===== config.mk =====
export PLATFORM = sky130hd
export DESIGN_NAME = mux_nx1_stream
export DESIGN_NICKNAME = d
export VERILOG_FILES = /design/src/rtl/mux_nx1_stream.sv
export SDC_FILE = /design/constraint.sdc
export NUM_CORES = 1
export LEC_CHECK = 0
export ABC_AREA = 0
export ABC_CLOCK_PERIOD_IN_PS = 3980
export CAP_MARGIN = 20
export CELL_PAD_IN_SITES_DETAIL_PLACEMENT = 1
export CELL_PAD_IN_SITES_GLOBAL_PLACEMENT = 2
export CORE_MARGIN = 5
export CORE_UTILIZATION = 19
export DETAILED_ROUTE_END_ITERATION = 10
export GPL_TIMING_DRIVEN = 1
export PLACE_DENSITY = 0.81
export SYNTH_ARGS = -nofsm -noshare
export SYNTH_HDL_FRONTEND = slang
export SYNTH_SLANG_ARGS = --single-unit

===== constraint.sdc =====
create_clock -name clk -period 3.98 [get_ports clk]
set_input_delay 0.796 -clock clk [delete_from_list [all_inputs] [get_ports clk]]
set_output_delay 0.796 -clock clk [all_outputs]
set_load 0.02 [all_outputs]

===== src/rtl/mux_nx1_stream.sv =====
// N:1 streaming mux with explicit-select and round-robin modes, feeding a
// one-entry registered output stage with valid/ready handshakes.
module mux_nx1_stream #(
  parameter int unsigned WIDTH = 32,
  parameter int unsigned N     = 4,
  parameter int unsigned SELW  = 2
) (
  input  logic               clk,
  input  logic               reset,
  input  logic               mode,
  input  logic [SELW-1:0]    sel,
  input  logic [N*WIDTH-1:0] in_data,
  input  logic [N-1:0]       in_valid,
  output logic [N-1:0]       in_ready,
  output logic [WIDTH-1:0]   result,
  output logic               result_valid,
  input  logic               result_ready,
  output logic [SELW-1:0]    result_src
);

  logic [WIDTH-1:0] result_q;
  logic             valid_q;
  logic [SELW-1:0]  src_q;
  logic [SELW-1:0]  ptr_q;

  logic             load_en;
  logic             found;
  logic [SELW-1:0]  cand;
  logic             grant;
  logic [WIDTH-1:0] cand_data;
  logic [SELW-1:0]  ptr_next;

  assign load_en = !valid_q || result_ready;

  // Pick the candidate channel; round-robin scans downward so the lowest
  // offset from ptr is written last and wins.
  always_comb begin
    found = 1'b0;
    cand  = '0;
    if (!mode) begin
      for (int i = 0; i < int'(N); i++) begin
        if (int'(sel) == i && in_valid[i]) begin
          found = 1'b1;
          cand  = sel;
        end
      end
    end else begin
      for (int i = int'(N) - 1; i >= 0; i--) begin
        for (int j = 0; j < int'(N); j++) begin
          if (j == (int'(ptr_q) + i) % int'(N) && in_valid[j]) begin
            found = 1'b1;
            cand  = SELW'(j);
          end
        end
      end
    end
  end

  assign grant = !reset && load_en && found;

  // One-hot accept strobe plus data select for the granted channel.
  always_comb begin
    in_ready  = '0;
    cand_data = '0;
    for (int i = 0; i < int'(N); i++) begin
      if (int'(cand) == i) begin
        in_ready[i] = grant;
        cand_data   = in_data[i*WIDTH +: WIDTH];
      end
    end
  end

  assign ptr_next = (int'(cand) + 1 == int'(N)) ? '0 : cand + 1'b1;

  // Output register, drain handling and round-robin pointer update.
  always_ff @(posedge clk) begin
    if (reset) begin
      result_q <= '0;
      valid_q  <= 1'b0;
      src_q    <= '0;
      ptr_q    <= '0;
    end else begin
      if (grant) begin
        result_q <= cand_data;
        src_q    <= cand;
        valid_q  <= 1'b1;
        if (mode) begin
          ptr_q <= ptr_next;
        end
      end else if (result_ready) begin
        valid_q <= 1'b0;
      end
    end
  end

  assign result       = result_q;
  assign result_valid = valid_q;
  assign result_src   = src_q;

endmodule


### After elaboration in Yosys (flattened, before gate mapping)

Cells that the tools add are included.

| operators by class | value |
|---|---|
| reductions and logical operators | 36 |
| eq/ne operators | 19 |
| bitwise gates (word level) | 3 |
| $add $sub $neg | 5 |
| muxes and demuxes | 52 |

Operators by type and width:

| cell | number |
|---|---|
| 32-bit logical NOT | 4 |
| 32-bit two-way mux | 4 |
| 2-bit two-way mux | 20 |
| 1-bit two-way mux | 28 |
| 1-bit logical AND | 22 |
| 3-bit equality test (first input constant) | 6 |
| 2-bit by 3-bit equality test with 1-bit output (first input constant) | 3 |
| 2-bit equality test (second input constant) | 4 |
| 2-bit OR reduction | 3 |
| 2-bit by 1-bit adder with 2-bit output (second input constant) | 2 |
| 2-bit adder (second input constant) | 2 |
| 2-bit by 1-bit equality test with 1-bit output (second input constant) | 2 |
| 2-bit equality test (first input constant) | 2 |
| 2-bit logical NOT | 2 |
| 2-bit by 1-bit adder with 3-bit output (second input constant) | 1 |
| 1-bit AND (first input constant) | 3 |
| 3-bit equality test (second input constant) | 1 |
| 1-bit by 2-bit equality test with 1-bit output (first input constant) | 1 |
| 1-bit logical NOT | 2 |
| 2-bit AND reduction | 1 |
| 2-bit nonzero test | 1 |
| 1-bit logical OR | 1 |

| word-level totals | value |
|---|---|
| word-level logic and storage cells | 119 |
| output and inout port bits | 39 |
| bits in registers | 37 |
| input bits | 138 |

### Logic depth before layout (Yosys ltp)

| depth | value |
|---|---|
| word-level depth | 26 |
| depth in mapped cells | 12 |

### Least setup slack after synthesis

Ideal clock, no wire load.

| timing | value |
|---|---|
| path type | in2out |
| start point | input port in_valid[0] |
| end point | output port in_ready[1] |
| path slack | 447 ps |
| stages on the path | 8 |
| path buffers | 2 |
| arrival | 2737 ps |
| path through | or3b_2 o221a_2 a41oi_1 ha_1 clkbuf_1 clkbuf_1 inv_1 nor2_1 |

| between the ends | value |
|---|---|
| longest elaborated chain between the ends | 20 |
| elaborated cells on any way between the ends | 46 |

RTL lines:

| element | RTL line | source |
|---|---|---|
| from (decl) | 13 | `input logic [N-1:0] in_valid,` |
| 1-bit logical AND | 50 | `if (j == (int'(ptr_q) + i) % int'(N) && in_valid[j]) begin` |
| 1-bit two-way mux (16 in series) | 50 |  |
| 1-bit two-way mux | 40 | `if (!mode) begin` |
| 1-bit logical AND | 59 | `assign grant = !reset && load_en && found;` |
| 1-bit two-way mux (*) | 66 | `if (int'(cand) == i) begin` |
| to (decl) | 14 | `output logic [N-1:0] in_ready,` |

Mark *: on every way between the ends. The rest lies on a longest branch, timed or not.

### Worst setup path in the final report

| timing | value |
|---|---|
| start point | input port in_valid[3] |
| end point | output port in_ready[3] |

| between the ends | value |
|---|---|
| longest elaborated chain between the ends | 17 |
| elaborated cells on any way between the ends | 38 |

RTL lines:

| element | RTL line | source |
|---|---|---|
| 1-bit logical AND | 50 |  |
| 2-bit two-way mux (13 in series) | 50 |  |
| 2-bit two-way mux (*) | 40 |  |
| via cand[0] | 28 | `logic [SELW-1:0] cand;` |
| 2-bit by 1-bit equality test with 1-bit output (*) | 66 |  |
| 1-bit two-way mux (*) | 66 |  |

Mark *: on every way through the listed nets, which the timed path passes. The rest lies on a longest branch.

==> impl_metrics.env <==
export IMPL_status="finished clean"
export IMPL_antenna_found_initial=0
export IMPL_async_flop_share=0
export IMPL_clockRootBuffer="clkbuf_16"
export IMPL_syn_area_um2=2610
export IMPL_fp_dieH_um=127
export IMPL_ys_warn_count=0
export IMPL_grt_ovfl_total=0
export IMPL_avgRoutedWirePerCell_um=18.9
export IMPL_grt_pass1_wl_um=18300
export IMPL_crit_path_end_kind="output port"
export IMPL_num_vias=2895
export IMPL_die_area_um2=16200
export IMPL_grt_max_degree=38
export IMPL_wl_um=11700
export IMPL_power_density_nw_per_um2=343
export IMPL_start_util=0.196
export IMPL_dp_cells=611
export IMPL_slew_headroom=0.588
export IMPL_clockBufferDepth=2
export IMPL_cap_violations=0
export IMPL_fin_nets=584
export IMPL_clkLatencyLatePin_ns=0.27
export IMPL_hp_class="reg -> reg"
export IMPL_drive_above_1_share=0.0588
export IMPL_finalSetupTns_ns=0
export IMPL_cp_required_ns=3.18
export IMPL_seq_area_um2=741
export IMPL_cp_max_fo=10
export IMPL_placementRows=42
export IMPL_finalMaxSlewViolations=0
export IMPL_cts_max_level=2
export IMPL_met3_usage=0.0392
export IMPL_grt_pass1_vias=3392
export IMPL_synthesis_nets=421
export IMPL_fmax_ghz=0.267
export IMPL_setup_viol=0
export IMPL_grt_util_met1=0.163
export IMPL_tightestPinTransition_ns=0.618
export IMPL_cp_start_kind="input pin"
export IMPL_hold_buffers=0
export IMPL_io_buffers=176
export IMPL_diodes=0
export IMPL_first_pass_iters=4
export IMPL_cts_made_buffers=5
export IMPL_routed_via_density=4.68
export IMPL_post_dp_hpwl_um=8710
export IMPL_hold_ws_ns=0.477
export IMPL_synthFlopType="dfxtp_1"
export IMPL_ys_ff_latch=37
export IMPL_post_cts_buffers=0
export IMPL_rsz0062_at_grt="no"
export IMPL_cts_sinks=37
export IMPL_fin_crit_ns=3.74
export IMPL_met2_usage=0.257
export IMPL_max_vdd_ir_drop_v=0.000168
export IMPL_critPathKind="in -> out"
export IMPL_syn_inst=279
export IMPL_ioPinCount=177
export IMPL_clk_pin_slew_ns=0.05
export IMPL_leakage_nw=1.87
export IMPL_gp_congestion=0.812
export IMPL_avgSynthCellArea_um2=9.36
export IMPL_top_usage_layer="met2"
export IMPL_core_area_um2=13300
export IMPL_finClkSkew_ns=0.00373
export IMPL_multiInputGateArea_um2=1690
export IMPL_cts_tree="yes"
export IMPL_die_width_um=127
export IMPL_yosysSeqAreaShare=0.284
export IMPL_drc=0
export IMPL_synth_cell_types=36
export IMPL_n_fill_cell=1555
export IMPL_fin_crit_sh=0.939
export IMPL_worstPathArrival_ns=2.94
export IMPL_fin_cells=618
export IMPL_drtAntennaViolNets=0
export IMPL_hold_viol_final=0
export IMPL_synth_edff_count=0
export IMPL_area_growth_pct=78.8
export IMPL_drt_iter0_markers=81
export IMPL_grt_total_usage=0.140
## through the flow
step	worst slack, ns	area [µm²]	util	power (mW)
3_5_place_dp	-0.195	4530	0.340	1.23
5_1_grt	0.109	4670	0.350	1.70
3_3_place_gp	-0.0403	4530	0.340	1.21
6_report	0.241	4670	0.350	1.60
2_1_floorplan	0.447	2610	-	0.856
4_1_cts	0.0814	4670	0.350	1.63
## cells in the final DEF (no fill, tap or decap), types with 2 or more instances in the layout
master | Yosys | layout
nor2_1 | 5 | 5
inv_1 | 7 | 7
clkbuf_16 | 0 | 5
o21ai_0 | 2 | 2
nand4_1 | 2 | 2
a221o_1 | 31 | 31
mux2i_1 | 36 | 36
dlygate4sd2_1 | 0 | 3
buf_4 | 2 | 10
nand2b_1 | 35 | 35
o21a_1 | 32 | 32
nand2_1 | 2 | 2
a21oi_1 | 2 | 2
a22oi_1 | 32 | 32
clkdlybuf4s50_1 | 0 | 171
nand3b_1 | 3 | 3
nor2b_1 | 3 | 2
ha_1 | 4 | 4
dfxtp_1 | 37 | 37
## critical path: stages
cell	delay, ns
clkdlybuf4s50_1	0.66
nor2b_1	0.08
o311a_1	0.32
o211a_1	0.30
inv_1	0.12
ha_1	0.18
inv_1	0.05
nor2_1	0.09
dlygate4sd2_1	0.34
## registers in the layout, summed over array words and instances (netlist names)
register / cells
result_valid: 1
result_src: 2
ptr_q: 2
result: 32
## power by group
part	internal, mW	total (mW)	switching, mW
Combinational	0.403	0.737	0.334
Sequential	0.435	0.472	0.0366
Clock	0.246	0.393	0.147
Total	1.08	1.60	0.518
## layout make-up
class / instances / share of cell area
Sequential cell: 37 / 0.159
Clock buffer: 7 / 0.0306
Timing Repair Buffer: 187 / 0.396
Tap cell: 176 / 0.0472
Multi-Input combinational cell: 204 / 0.362
Inverter: 7 / 0.00563
## synth_stat cells (all sizes together), types with 2 or more instances
cell / instances / share of area
dfxtp: 37 / 0.28
clkbuf: 23 / 0.033
nand2: 2 / 0.0029
a22oi: 32 / 0.092
nand4: 2 / 0.0048
a21oi: 2 / 0.0038
o21ai: 2 / 0.0038
mux2: 2 / 0.010
ha: 4 / 0.019
nor2b: 3 / 0.0072
nor2: 5 / 0.0072
o21a: 32 / 0.092
nand3b: 4 / 0.016
mux2i: 36 / 0.14
buf: 8 / 0.028
a221o: 31 / 0.12
inv: 7 / 0.010
nand2b: 35 / 0.084
## repair_timing
item                                    in CTS  in global routing
cloned                                       0                  0
endpoints found under the setup margin       4                  2
gates resized for setup                      4                  3
pin swaps                                    0                  0
## routing by layer
layer | vias up | wire length [µm]
met4 | 0 | 143
li1 | 1393 | -
met2 | 101 | 5950
met3 | 11 | 692
met1 | 1390 | 4870
met5 | - | 0
## cell families (layout without fill, tap and decap cells)
| group | after synthesis | after routing | share of synthesized area |
|---|---|---|---|
| multiplexers | 39 | 39 | 0.157 |
| adder cells (fa/ha/maj) | 4 | 4 | 0.0192 |
| flip-flops | 37 | 37 | 0.284 |
| AO/OA/AOI/OAI | 105 | 105 | 0.332 |
| AND/OR/NAND/NOR | 56 | 56 | 0.138 |
| buffers and inverters | 38 | 201 | 0.0709 |
## path summary, 6_finish.rpt
| path | startpoint | end | slack [ns] | cells past startpoint |
|---|---|---|---|---|
| setup reg to reg | ptr_q[1] | result[12] | 1.01 | 11 |
| setup / recovery | in_valid[3] | in_ready[3] | 0.24 | 9 |
| hold / removal | result[16] | result[16] | 0.48 | 2 |
| hold reg to reg | result[16] | result[16] | 0.48 | 2 |
(Power assumes the default switching activity.)
